File: src/rtl/dds_wave_gen.sv
// Phase-accumulator DDS for the AD9708 data bus.
// A 32-bit accumulator advances by the registered tuning word. Its top 8 bits
// plus a static phase offset pick one of sine (quarter-wave LUT), triangle,
// sawtooth or square. Output is 8-bit offset binary. wrap_sync marks the
// first sample after each accumulator wrap.
// Pipeline: tw -> acc -> S1 (phase) -> S2 (raw wave) -> S3 (dac_data).
// The acc value written at edge k shows on dac_data at edge k+3.
// rst_n is synchronous and active-low, and it overrides every other input.
module dds_wave_gen #(
  parameter int PHASE_W = 32,
  parameter int LUT_AW  = 6,
  parameter int DAC_W   = 8
) (
  input  logic               clk,
  input  logic               rst_n,
  input  logic [PHASE_W-1:0] fre_k,
  input  logic               en,
  input  logic [1:0]         wave_sel,
  input  logic [7:0]         phase_off,
  output logic [DAC_W-1:0]   dac_data,
  output logic               wrap_sync
);

  localparam logic [DAC_W-1:0] MIDSCALE = DAC_W'(1) << (DAC_W - 1);

  // Tuning word and accumulator
  logic [PHASE_W-1:0] tw_q, tw_d;
  logic [PHASE_W-1:0] acc_q, acc_d;
  logic [PHASE_W:0]   acc_sum;
  logic               wrap_q, wrap_d;

  // S1: output phase after offset
  logic [7:0]         p_q, p_d;
  logic [1:0]         sel1_q, sel1_d;
  logic               w1_q, w1_d;

  // S2: raw waveform value
  logic [DAC_W-1:0]   raw_q, raw_d;
  logic               w2_q, w2_d;

  // S3: DAC output register
  logic [DAC_W-1:0]   dac_q, dac_d;
  logic               wrap_sync_q, wrap_sync_d;

  // Sine lookup helpers
  logic [1:0]         quad;
  logic [LUT_AW-1:0]  lut_idx;
  logic [6:0]         lut_val;
  logic [DAC_W-1:0]   sine_val;
  logic [DAC_W-1:0]   tri_val;

  // Accumulator next state: carry-out of the add is the wrap flag; hold when disabled
  always_comb begin
    tw_d    = fre_k;
    acc_sum = {1'b0, acc_q} + {1'b0, tw_q};
    acc_d   = acc_q;
    wrap_d  = 1'b0;
    if (en) begin
      acc_d  = acc_sum[PHASE_W-1:0];
      wrap_d = acc_sum[PHASE_W];
    end
  end

  // S1 next state: apply the phase offset to the top byte of the accumulator
  always_comb begin
    p_d    = acc_q[PHASE_W-1 -: 8] + phase_off;
    sel1_d = wave_sel;
    w1_d   = wrap_q;
  end

  // Quarter-wave table: L[i] = round(127*sin(pi*i/128))
  always_comb begin
    lut_val = 7'd0;
    case (lut_idx)
      6'd0:  lut_val = 7'd0;    6'd1:  lut_val = 7'd3;
      6'd2:  lut_val = 7'd6;    6'd3:  lut_val = 7'd9;
      6'd4:  lut_val = 7'd12;   6'd5:  lut_val = 7'd16;
      6'd6:  lut_val = 7'd19;   6'd7:  lut_val = 7'd22;
      6'd8:  lut_val = 7'd25;   6'd9:  lut_val = 7'd28;
      6'd10: lut_val = 7'd31;   6'd11: lut_val = 7'd34;
      6'd12: lut_val = 7'd37;   6'd13: lut_val = 7'd40;
      6'd14: lut_val = 7'd43;   6'd15: lut_val = 7'd46;
      6'd16: lut_val = 7'd49;   6'd17: lut_val = 7'd51;
      6'd18: lut_val = 7'd54;   6'd19: lut_val = 7'd57;
      6'd20: lut_val = 7'd60;   6'd21: lut_val = 7'd63;
      6'd22: lut_val = 7'd65;   6'd23: lut_val = 7'd68;
      6'd24: lut_val = 7'd71;   6'd25: lut_val = 7'd73;
      6'd26: lut_val = 7'd76;   6'd27: lut_val = 7'd78;
      6'd28: lut_val = 7'd81;   6'd29: lut_val = 7'd83;
      6'd30: lut_val = 7'd85;   6'd31: lut_val = 7'd88;
      6'd32: lut_val = 7'd90;   6'd33: lut_val = 7'd92;
      6'd34: lut_val = 7'd94;   6'd35: lut_val = 7'd96;
      6'd36: lut_val = 7'd98;   6'd37: lut_val = 7'd100;
      6'd38: lut_val = 7'd102;  6'd39: lut_val = 7'd104;
      6'd40: lut_val = 7'd106;  6'd41: lut_val = 7'd107;
      6'd42: lut_val = 7'd109;  6'd43: lut_val = 7'd111;
      6'd44: lut_val = 7'd112;  6'd45: lut_val = 7'd113;
      6'd46: lut_val = 7'd115;  6'd47: lut_val = 7'd116;
      6'd48: lut_val = 7'd117;  6'd49: lut_val = 7'd118;
      6'd50: lut_val = 7'd120;  6'd51: lut_val = 7'd121;
      6'd52: lut_val = 7'd122;  6'd53: lut_val = 7'd122;
      6'd54: lut_val = 7'd123;  6'd55: lut_val = 7'd124;
      6'd56: lut_val = 7'd125;  6'd57: lut_val = 7'd125;
      6'd58: lut_val = 7'd126;  6'd59: lut_val = 7'd126;
      6'd60: lut_val = 7'd126;  6'd61: lut_val = 7'd127;
      6'd62: lut_val = 7'd127;  6'd63: lut_val = 7'd127;
      default: lut_val = 7'd0;
    endcase
  end

  // S2 next state: waveform shaping from the registered phase.
  // Odd quadrants read the table mirrored (63-idx == ~idx); the upper half subtracts from midscale.
  always_comb begin
    quad     = p_q[7:6];
    lut_idx  = quad[0] ? ~p_q[LUT_AW-1:0] : p_q[LUT_AW-1:0];
    sine_val = quad[1] ? (MIDSCALE - {1'b0, lut_val}) : (MIDSCALE + {1'b0, lut_val});
    tri_val  = p_q[7] ? ~{p_q[6:0], 1'b0} : {p_q[6:0], 1'b0};
    raw_d    = sine_val;
    case (sel1_q)
      2'd0:    raw_d = sine_val;
      2'd1:    raw_d = tri_val;
      2'd2:    raw_d = p_q;
      2'd3:    raw_d = p_q[7] ? 8'h00 : 8'hFF;
      default: raw_d = sine_val;
    endcase
    w2_d = w1_q;
  end

  // S3 next state: register the sample and its wrap marker for the DAC pins
  always_comb begin
    dac_d       = raw_q;
    wrap_sync_d = w2_q;
  end

  // All state registers; the raw stage clears to midscale so reset never shows a glitch sample
  always_ff @(posedge clk) begin
    if (!rst_n) begin
      tw_q        <= '0;
      acc_q       <= '0;
      wrap_q      <= 1'b0;
      p_q         <= '0;
      sel1_q      <= '0;
      w1_q        <= 1'b0;
      raw_q       <= MIDSCALE;
      w2_q        <= 1'b0;
      dac_q       <= MIDSCALE;
      wrap_sync_q <= 1'b0;
    end else begin
      tw_q        <= tw_d;
      acc_q       <= acc_d;
      wrap_q      <= wrap_d;
      p_q         <= p_d;
      sel1_q      <= sel1_d;
      w1_q        <= w1_d;
      raw_q       <= raw_d;
      w2_q        <= w2_d;
      dac_q       <= dac_d;
      wrap_sync_q <= wrap_sync_d;
    end
  end

  assign dac_data  = dac_q;
  assign wrap_sync = wrap_sync_q;

endmodule

File: config.mk
export PLATFORM = sky130hd
export DESIGN_NAME = dds_wave_gen
export DESIGN_NICKNAME = d
export VERILOG_FILES = /design/src/rtl/dds_wave_gen.sv
export SDC_FILE = /design/constraint.sdc
export NUM_CORES = 1
export LEC_CHECK = 0
export BUFFER_PORTS_ARGS = -buffer_cell sky130_fd_sc_hd__buf_2
export CORE_AREA = 2 2 76 150
export CTS_CLUSTER_DIAMETER = 50
export DETAILED_ROUTE_END_ITERATION = 10
export DIE_AREA = 0 0 78 152
export MAX_ROUTING_LAYER = met4
export PLACE_DENSITY_LB_ADDON = 0.25
export SLEW_MARGIN = 20
export SYNTH_ARGS = -nofsm -noshare
export SYNTH_HDL_FRONTEND = slang
export SYNTH_SLANG_ARGS = --single-unit
File: constraint.sdc
create_clock -name clk -period 3.46 [get_ports clk]
set_input_delay 0.692 -clock clk [delete_from_list [all_inputs] [get_ports clk]]
set_output_delay 0.692 -clock clk [all_outputs]
set_load 0.01 [all_outputs]
==> Yosys cells after proc, flatten, opt, wreduce, memory -nomap -nowiden <==
Memories as Yosys holds them, arrays and structs flattened.
Index checks and enable logic that the tools add are counted.
{ "word_totals": {"romBits": 448, "memories": 1, "in_bits": 45, "reg_bits": 94} }
{ "op_classes": {"n_mux": 5, "add_sub_neg": 4, "bitwise_logic": 2, "n_eq_ne": 3, "n_reduce_logical": 2} }
{ "mem_list": {"columns": ["name", "depth", "word_bits", "read_ports", "rd_clocked_by_memory_dff", "wr", "line_no", "rtl"], "rows": [
  ["(name not given)", 64, 7, 1, 0, 0, "74", "case (lut_idx)"]
]} }
{ "ops": {"columns": ["op", "n"], "rows": [
  ["32-bit by 32-bit adder with 33-bit output", 1],
  ["8-bit case mux with 4 select lines", 1],
  ["8-bit 2-to-1 mux", 3],
  ["8-bit by 7-bit adder with 8-bit output, first input constant", 1],
  ["8-bit adder", 1],
  ["8-bit inverter", 1],
  ["8-bit by 7-bit subtractor with 8-bit output, first input constant", 1],
  ["6-bit 2-to-1 mux", 1],
  ["6-bit inverter", 1],
  ["2-bit equality test, second input constant", 2],
  ["2-bit by 1-bit equality test with 1-bit output, second input constant", 1],
  ["2-bit logical NOT", 1],
  ["2-bit AND reduction", 1]
]} }

==> Logic depth before layout (Yosys ltp) <==
Gate-level depths: netlist (run 1).
An unclocked memory read counts as a cell.
{ "depth": {"word_depth": 6, "mapped_depth": 14} }

==> Worst setup path before layout (run 1) <==
OpenSTA, ideal clock, no wires.
{ "synth_path": {"path_kind": "flip-flop to flip-flop", "start": "register tw_q[0]", "end": "register acc_q[16]", "slack_ns": 0.937, "required_time_ns": 3.338, "setup_ns": 0.122, "arrival_ns": 2.401, "stages_incl_launch_ff": 11, "period_less_slack_ns": 2.523, "path_cell_list": "dfxtp_1 ha_1 fa_1 a211oi_1 o21bai_1 o21a_1 o211a_1 or3_1 a21oi_1 xor2_1 o21ai_0"} }
{ "synth_via": {"elab_chain_cells": 1} }
{ "synth_rtl": {"columns": ["item", "line_no", "rtl"], "rows": [
  ["start: declaration", "27", "logic [PHASE_W-1:0] tw_q, tw_d;"],
  ["start signal: assignment", "149", "tw_q <= tw_d;"],
  ["32-bit by 32-bit adder with 33-bit output", "55", "acc_sum = {1'b0, acc_q} + {1'b0, tw_q};"],
  ["end signal: assignment", "139", "acc_q <= '0;"],
  ["end signal: assignment", "150", "acc_q <= acc_d;"],
  ["end: declaration", "28", "logic [PHASE_W-1:0] acc_q, acc_d;"]
]} }
No other way between the ends.
A chain may end at the register's enable or synchronous reset.

==> Worst setup path after layout (run 1) <==
{ "layout_path": {"start": "register tw_q[1]", "end": "register acc_q[31]"} }
Same word-level chain as after synthesis.

==> flow_summary.toml, run 1 <==
[global_route]
grt.total_usage_pct = 30.6
antenna_found_initial = 0
pin_count_of_the_biggest_net_entering_global_routing = 75
globalRoute.totalOverflow = 0
grt_first_pass_wirelength_mm = 28.2
first_global_vias = 6002

[power]
clk_network_pwr_share_pct = 31.4
share_of_power_burned_in_registers_pct = 38.2
cellInternalPower_mw = 2.18
power.density_nw_per_um2 = 477
irDropWorstVdd_mv = 0.393
switchingPower_mw = 1.14
p_total_mw = 3.31
static-leakage-power_nw = 3.03
power_frac_comb_pct = 30.3
power.share.switching_pct = 34.3

[synth]
post_synth_and_or_nand_nor_area_fraction_pct = 22.8
combinational_family_with_the_most_area_after_synthesis = "compound AO/OA/AOI/OAI gates"
syn-instance-count = 778
synth.cell_area_um2 = 6250
yosys_register_bits = 94
synthAdderAreaFrac_pct = 8.65
postSynthAreaPerCell_um2 = 8.03
area_fraction_in_compound_gates_after_synthesis_pct = 25.0
syn_nets = 865
synth.distinct_cells = 74
yosys_most_used_dff = "dfxtp_1"
portion_of_the_post_synthesis_area_used_by_sequential_elements_pct = 30.1
synth_enable_flop_cells = 0
ys_warn_count = 0
ys_async_sr_fraction_pct = 0
synthXorXnorAreaFrac_pct = 5.04
synth_mux_area_share_pct = 3.06

[setup_path]
largest_incremental_delay_on_the_critical_path_ps = 440
critical-path-top-cell-by-count = "a211oi_1"
crit_path_top_delay_cell = "a211oi_1"
critical_path_class = "flip-flop to flip-flop"
cp_max_fo = 3
critical_path_source_type = "flip-flop"
crit_path_cell_trace = "ha_1 > a211oi_1 > nor4_1 > o311ai_1 > buf_4 > nand4_1 > a31o_2 > a31oi_1 > o21ai_0 > a211oi_1"
critPathRequiredTime_ps = 3690
endpoint_kind = "flip-flop"
arrival_ps = 3350

[clock_tree]
clock_tree.buffer_depth = 2
hold_buffers_post_cts = 0
postCtsResizedCells = 0
cts-buffers-inserted = 9
cts-htree-levels = 3
cts.sinks = 94
postCtsSetupRepairBufs = 0
tritoncts_clock_tree = "done"
clock_latency_ps = 350
clk_transition_reported_paths_ps = 70
cts_root_buf = "clkbuf_16"

[timing]
fin_hold_ws_ps = 414
worst_clock_skew_ps = 10.9
max_freq_ghz = 0.321
finalCritPeriodShare_pct = 90.1
grt_setup_unrepaired = "false"
worst_pin_slew_ps = 802
setup_tns_ps = 0
number_of_setup_violations_in_the_final_report = 0
final_slew_violations = 0
worst_slack_ps = 343
final_hold_viol_count = 0
min_period_ps = 3120
slew_headroom_pct = 46.5

[cells_and_area]
nFillCells = 956
final_util_pct = 64.3
leading_cell_type_in_the_layout_fill_and_taps_excluded = "dfxtp_1"
antennaDiodeCount = 0
multi_input_comb_area_um2 = 4040
area_delta_synth_final_pct = 11.1
post_route_cells_drive_above_1_share_pct = 12.8
finish.cell_count_without_fillers = 960
finish.net_count = 902
final_design_area_no_fill_um2 = 6950
seq_area_um2 = 1880
layout.cells.most_common_list = "94 x dfxtp_1, 71 x nor2_1, 57 x a21oi_1, 54 x and2_1, 53 x buf_2"

[place]
dp_hpwl_mm = 12.9
gp_routability_congestion = 0.951
dp.cells = 944
preCtsSetupSlack_ps = 418
placement.io_buffers = 53
dpl-instance-area_um2 = 6630

[die]
initial_utilization_pct = 57.8
fp.dieArea_um2 = 11900
core_area_um2 = 10800
fp-row-count = 54
ios = 54
die-width_um = 78
die-height_um = 152

[drt]
route.final.wire_length_mm = 17.4
drtAntennaViolNets = 0
vias_per_cell = 6.21
drt-pass1-iter-count = 5
dr.first_iter.drc_count = 336
avgRoutedWirePerCell_um = 18.1
drc = 0
via_count = 5957

[worst_hold_path]
worst_hold_path_type = "flip-flop to flip-flop"

[flow_run]
max_cap_violation_count = 0

[status]
outcome = "completed"
## registers in the layout, summed over array words and instances (netlist names), 2 cells and up
signal,flops
p_q,8
dac_d,8
dac_data,8
sel1_q,2
acc_q,32
tw_q,32
## area by class of cell
type / count / area share (%)
inverter: 21 / 1.13
multi-input combinational: 612 / 58.1
clock buffer: 9 / 3.24
clock inverter: 7 / 1.33
timing repair buffer: 77 / 6.59
sequential: 94 / 27.1
tap: 140 / 2.52
## cells in the mapped netlist, drive strengths merged, types with 3 or more instances
| cell type | number | area (um^2) |
|---|---|---|
| dfxtp | 94 | 1880 |
| nor2 | 71 | 267 |
| a21oi | 58 | 294 |
| o21ai | 56 | 280 |
| and2 | 54 | 338 |
| nand2 | 48 | 180 |
| ha | 40 | 500 |
| xnor2 | 29 | 254 |
| buf | 26 | 160 |
| clkbuf | 25 | 93.8 |
| nand3 | 22 | 110 |
| inv | 21 | 78.8 |
| mux2i | 18 | 180 |
| nor3 | 17 | 90.1 |
| a21o | 15 | 113 |
| nand2b | 15 | 93.8 |
| nor2b | 15 | 93.8 |
| a31oi | 14 | 87.6 |
| a211oi | 10 | 80.1 |
| o21bai | 10 | 75.1 |
| and3 | 9 | 56.3 |
| o211ai | 9 | 67.6 |
| or3 | 7 | 43.8 |
| xor2 | 7 | 61.3 |
| o211a | 6 | 60.1 |
| o21a | 6 | 45.0 |
| a221oi | 5 | 50.0 |
| o22ai | 5 | 31.3 |
| a21boi | 4 | 30.0 |
| nand4 | 4 | 25.0 |
| o31ai | 4 | 30.0 |
| a221o | 3 | 30.0 |
| a311o | 3 | 30.0 |
| nand3b | 3 | 22.5 |
| nand4b | 3 | 26.3 |
| nor4 | 3 | 18.8 |
| o311ai | 3 | 26.3 |
## cell families after synthesis
| logic type | count (synthesis) |
|---|---|
| flip-flops | 94 |
| XOR/XNOR | 36 |
| adder cells (fa/ha/maj) | 42 |
| AO/OA/AOI/OAI | 236 |
| buffers and inverters | 72 |
| AND/OR/NAND/NOR | 279 |
| multiplexers | 19 |
## metal layers
layer	wire length, um	track usage (%)	part of all wire, %	vias to the layer above
met5	0	-	0	-
met4	962	17.0	5.5	0
met3	617	3.27	3.6	56
met2	9880	58.6	57	194
met1	5920	28.3	34	2831
li1	-	-	-	2876
## path summary, 6_finish.rpt
check | slack [ps] | depth (start not counted) | from | to
worst max-delay path | 340 | 10 | tw_q[1] | acc_q[31]
worst min-delay path | 410 | 1 | dac_d[7] | dac_data[7]
worst max register to register | 340 | 10 | tw_q[1] | acc_q[31]
worst min register to register | 410 | 1 | dac_d[7] | dac_data[7]
## power groups by stage
stage	clock [mW]	sequential [mW]	combinational [mW]
floorplan	0	1.24	0.772
detailed placement	0	1.29	0.993
global route	1.10	1.28	1.10
finish	1.04	1.27	1.01
global placement	0	1.29	0.973
CTS	1.06	1.27	0.999
## worst max-delay path, delay by kind of cell (launching register included)
kind	cells	cell delay, ps
AOI/OAI and AO/OA	6	1820
adders and majority gates	1	320
buffers and inverters	1	180
DFF	1	340
and+or+nand+nor	2	330
Power figures use the tool's default switching activity.
==> inputs of run 2 (changes only) <==
--- a/config.mk
+++ b/config.mk
@@ -5,11 +5,14 @@
 export SDC_FILE = /design/constraint.sdc
 export NUM_CORES = 1
 export LEC_CHECK = 0
+export ABC_CLOCK_PERIOD_IN_PS = 3460
 export BUFFER_PORTS_ARGS = -buffer_cell sky130_fd_sc_hd__buf_2
-export CORE_AREA = 2 2 76 150
+export CELL_PAD_IN_SITES_DETAIL_PLACEMENT = 2
+export CELL_PAD_IN_SITES_GLOBAL_PLACEMENT = 2
+export CORE_AREA = 2 2 97 192
 export CTS_CLUSTER_DIAMETER = 50
 export DETAILED_ROUTE_END_ITERATION = 10
-export DIE_AREA = 0 0 78 152
+export DIE_AREA = 0 0 99 194
 export MAX_ROUTING_LAYER = met4
 export PLACE_DENSITY_LB_ADDON = 0.25
 export SLEW_MARGIN = 20
==> run 2 against run 1 <==
Critical path depth rose by 1. Non-clock buffer count did not move. Clock power rose by 6%. Cell count rose by 7.6%. Combinational power rose by 4%. Routed wire length rose by 25%. Sequential power barely moved. Fmax fell by 1.4%. Cell area rose by 1.4%. Die area rose by 62%.
==> flow_summary.toml, run 2 (same netlist as run 1, synthesis figures left out) <==
[global_route]
antenna_found_initial = 0
pin_count_of_the_biggest_net_entering_global_routing = 49
grt_first_pass_wirelength_mm = 35.6
grt.total_usage_pct = 23.9
globalRoute.totalOverflow = 0
first_global_vias = 6904

[setup_path]
rr_startpoint = "p_q[1]"
critical_path_class = "flip-flop to flip-flop"
worst-path-buf-inv = 2
critPathRequiredTime_ps = 3690
arrival_ps = 3390
crit_path_top_delay_cell = "dfxtp_1"
crit_path_cell_trace = "buf_4 > xnor2_1 > nand3_1 > a21oi_1 > o22a_1 > inv_1 > ha_1 > nand3_1 > o21ai_1 > xnor2_1 > a221oi_1"
largest_incremental_delay_on_the_critical_path_ps = 930
critical_path_source_type = "flip-flop"
endpoint_kind = "flip-flop"
crit_family = "compound AO/OA/AOI/OAI gates"
timing.critical_path.from = "p_q[1]"
cp_max_fo = 24

[drt]
drtAntennaViolNets = 0
route.final.wire_length_mm = 21.6
vias_per_cell = 5.81
drc = 0
dr.first_iter.drc_count = 213
via_count = 6003
avgRoutedWirePerCell_um = 20.9
drt-pass1-iter-count = 4

[cells_and_area]
final_util_pct = 39.8
finish.net_count = 902
area_delta_synth_final_pct = 12.7
antennaDiodeCount = 0
layout.cells.most_common_list = "93 x dfxtp_1, 71 x nor2_1, 57 x a21oi_1, 54 x and2_1, 53 x buf_2"
leading_cell_type_in_the_layout_fill_and_taps_excluded = "dfxtp_1"
top_registers = "acc_q x32, tw_q x32"
finish.cell_count_without_fillers = 1033
final_design_area_no_fill_um2 = 7040
nFillCells = 2030
post_route_cells_drive_above_1_share_pct = 12.9

[place]
placement.io_buffers = 53
dp.cells = 1017
preCtsSetupSlack_ps = 297
dpl-instance-area_um2 = 6720
dp_hpwl_mm = 16.5
gp_routability_congestion = 0.897

[timing]
worst_clock_skew_ps = 5.98
worst_pin_slew_ps = 937
finalCritPeriodShare_pct = 91.4
number_of_setup_violations_in_the_final_report = 0
final_hold_viol_count = 0
slew_headroom_pct = 37.4
final_slew_violations = 0
min_period_ps = 3160
worst_slack_ps = 298
grt_setup_unrepaired = "false"
max_freq_ghz = 0.316
setup_tns_ps = 0

[power]
static-leakage-power_nw = 3.03
irDropWorstVdd_mv = 0.251
power.density_nw_per_um2 = 487

[clock_tree]
tritoncts_clock_tree = "done"
cts-htree-levels = 3
hold_buffers_post_cts = 0
cts-buffers-inserted = 9
cts.sinks = 94
clock_tree.buffer_depth = 2
clk_transition_reported_paths_ps = 70
clock_latency_ps = 360
cts_root_buf = "clkbuf_16"

[flow_run]
max_cap_violation_count = 0

[die]
die-width_um = 99
fp.dieArea_um2 = 19200
ios = 54
fp-row-count = 69
core_area_um2 = 17700
die-height_um = 194
initial_utilization_pct = 35.3

[worst_hold_path]
worstHoldStart = "dac_d[7]"
worst_hold_path_type = "flip-flop to flip-flop"

[status]
outcome = "completed"
==> run 2: per-stage QoR <==
stage / hold slack (ps) / power, mW
after detailed placement: 426 / 2.35
after floorplan: 386 / 2.01
after global placement: 408 / 2.28
after CTS: 443 / 3.47
after global routing: 461 / 3.63
final: 435 / 3.43
==> run 2: where the power goes <==
part | internal (mW) | total [mW] | leakage (nW) | switching (mW)
Clock | 0.637 | 1.10 | 0.160 | 0.461
Combinational | 0.429 | 1.05 | 2.09 | 0.622
Sequential | 1.18 | 1.28 | 0.777 | 0.102
Total | 2.24 | 3.43 | 3.03 | 1.19
==> run 2: cell type report <==
| cell class | count | area, um^2 | area share (%) |
|---|---|---|---|
| sequential | 94 | 1880 | 26.7 |
| clock buffer | 9 | 225 | 3.20 |
| tap | 213 | 267 | 3.78 |
| inverter | 21 | 78.8 | 1.12 |
| multi-input combinational | 612 | 4040 | 57.3 |
| clock inverter | 7 | 96.3 | 1.37 |
| timing repair buffer | 77 | 458 | 6.50 |
==> run 2: final timing paths <==
kind / cells after the start / slack, ps / endpoint
worst max-delay path: 11 / 300 / dac_d[4]
worst max register to register: 11 / 300 / dac_d[4]
worst min-delay path: 1 / 430 / dac_data[7]
worst min register to register: 1 / 430 / dac_data[7]
==> run 2: timing repair <==
action / 4_1_cts / 5_1_grt
buffers inserted: 0 / 0
setup endpoints to repair: 0 / 1
resized for setup: 0 / 1
==> run 2: per-layer routing <==
| layer | GRT usage, % | routed length [um] | vias up |
|---|---|---|---|
| li1 | - | - | 2856 |
| met1 | 22.0 | 7370 | 2972 |
| met2 | 45.8 | 12600 | 103 |
| met3 | 3.03 | 421 | 72 |
| met4 | 13.1 | 1260 | 0 |
| met5 | - | 0 | - |
==> run 2: worst register-to-register path: cells and delay by family, from the launching register on <==
family / cells / cell delay, ps
buffers and inverters: 2 / 360
AO/OA/AOI/OAI: 4 / 950
flip-flops: 1 / 930
adder cells (fa/ha/maj): 1 / 240
AND/OR/NAND/NOR: 2 / 230
XOR/XNOR: 2 / 330
==> inputs of run 3 (changes only) <==
--- a/config.mk
+++ b/config.mk
@@ -14,7 +14,7 @@
 export DETAILED_ROUTE_END_ITERATION = 10
 export DIE_AREA = 0 0 99 194
 export MAX_ROUTING_LAYER = met4
-export PLACE_DENSITY_LB_ADDON = 0.25
+export PLACE_DENSITY = 0.88
 export SLEW_MARGIN = 20
 export SYNTH_ARGS = -nofsm -noshare
 export SYNTH_HDL_FRONTEND = slang
==> run 3 against run 2 <==
Routed wire length down 0.33%. Combinational power barely moved. Register-to-register slack better by 30 ps. Fmax is 0.90% higher. Clock power hardly changed. Cell area is 0.71% higher. Non-clock buffer count grew 4. Clock-buffer cell count unchanged. Critical path depth stayed put. Die area stayed put.
==> flow_summary.toml, run 3 (same netlist as run 1, synthesis figures left out) <==
[power]
irDropWorstVdd_mv = 0.348
p_total_mw = 3.47
power.density_nw_per_um2 = 489
static-leakage-power_nw = 3.05

[global_route]
first_global_vias = 6862
antenna_found_initial = 0
grt.total_usage_pct = 23.7
pin_count_of_the_biggest_net_entering_global_routing = 75
grt_first_pass_wirelength_mm = 35.2
globalRoute.totalOverflow = 0

[drt]
drtAntennaViolNets = 0
vias_per_cell = 5.85
route.final.wire_length_mm = 21.6
avgRoutedWirePerCell_um = 20.8
dr.first_iter.drc_count = 202
drc = 0
via_count = 6064
drt-pass1-iter-count = 4

[die]
core_area_um2 = 17700
die-width_um = 99
die-height_um = 194
initial_utilization_pct = 35.3
fp-row-count = 69
ios = 54
fp.dieArea_um2 = 19200

[clock_tree]
postCtsResizedCells = 0
cts_root_buf = "clkbuf_16"
cts-buffers-inserted = 9
postCtsSetupRepairBufs = 0
cts.sinks = 94
cts-htree-levels = 3
clock_latency_ps = 360
clock_tree.buffer_depth = 2
clk_transition_reported_paths_ps = 70
hold_buffers_post_cts = 0
tritoncts_clock_tree = "done"

[timing]
setup_tns_ps = 0
final_hold_viol_count = 0
slew_headroom_pct = 38.2
max_freq_ghz = 0.319
fin_hold_ws_ps = 447
final_slew_violations = 0
number_of_setup_violations_in_the_final_report = 0
finalCritPeriodShare_pct = 90.6
worst_slack_ps = 326
min_period_ps = 3130
worst_clock_skew_ps = 9.43
grt_setup_unrepaired = "false"
worst_pin_slew_ps = 925

[cells_and_area]
finish.net_count = 906
area_delta_synth_final_pct = 13.5
antennaDiodeCount = 0
leading_cell_type_in_the_layout_fill_and_taps_excluded = "dfxtp_1"
final_design_area_no_fill_um2 = 7090
layout.cells.most_common_list = "94 x dfxtp_1, 71 x nor2_1, 57 x a21oi_1, 54 x and2_1, 53 x buf_2"
top_registers = "acc_q x32, tw_q x32"
post_route_cells_drive_above_1_share_pct = 13.2

[setup_path]
cp_max_fo = 20
endpoint_kind = "flip-flop"
critical_path_class = "flip-flop to flip-flop"
critical_path_source_type = "flip-flop"
arrival_ps = 3380
critPathRequiredTime_ps = 3710

[status]
outcome = "completed"

[place]
dpl-instance-area_um2 = 6760
gp_routability_congestion = 0.924
preCtsSetupSlack_ps = 373
placement.io_buffers = 53
dp_hpwl_mm = 15.9

[flow_run]
max_cap_violation_count = 0

[worst_hold_path]
worst_hold_path_type = "flip-flop to flip-flop"
==> run 3: cell types whose count changed in the layout (fill, tap and decap cells not counted), sizes merged <==
cell	delta
buf	+4
clkinv	-1
clkinvlp	+1
==> run 3: path summary, 6_finish.rpt <==
kind | start | end | slack (ps) | depth (start not counted)
max | p_q[4] | dac_d[1] | 330 | 11
min | dac_d[5] | dac_data[5] | 450 | 1
max reg2reg | p_q[4] | dac_d[1] | 330 | 11
min reg2reg | dac_d[5] | dac_data[5] | 450 | 1
==> run 3: power by group <==
group / leakage (nW) / total (mW) / switching [mW] / internal (mW)
clock: 0.158 / 1.12 / 0.479 / 0.644
sequential: 0.777 / 1.28 / 0.101 / 1.18
combinational: 2.12 / 1.07 / 0.624 / 0.443
==> run 3: per-layer routing <==
metal	share of wire, %	global-route usage, %	vias up
li1	-	-	2871
met1	34	21.5	3013
met2	58	45.7	115
met3	1.9	2.45	65
met4	5.7	14.0	0
met5	0	-	-
==> run 3: stage by stage <==
stage	std cells	util (%)
3_5_place_dp	1021	38.2
4_1_cts	1037	40.1
5_1_grt	1037	40.1
6_report	1037	40.1
3_3_place_gp	1021	38.2
2_1_floorplan	778	-
==> run 3: worst max-delay path, cell delays in order (launching register included) <==
cell	delay, ps
dfxtp_1	820
buf_4	270
or3b_2	440
a21oi_1	150
a311o_1	130
nand3_1	60
o21ai_1	130
inv_1	70
ha_1	270
mux2_2	260
a222oi_1	310
nor2_1	80
==> run 3: cell type report <==
class                   instances  area, um^2
inverters                      21        78.8
clock buffers                   9         225
repair buffers                 81         500
flip-flops and latches         94        1880
well taps                     213         267
clock inverters                 7         105
multi-input cells             612        4040
fillers                      1991       10600
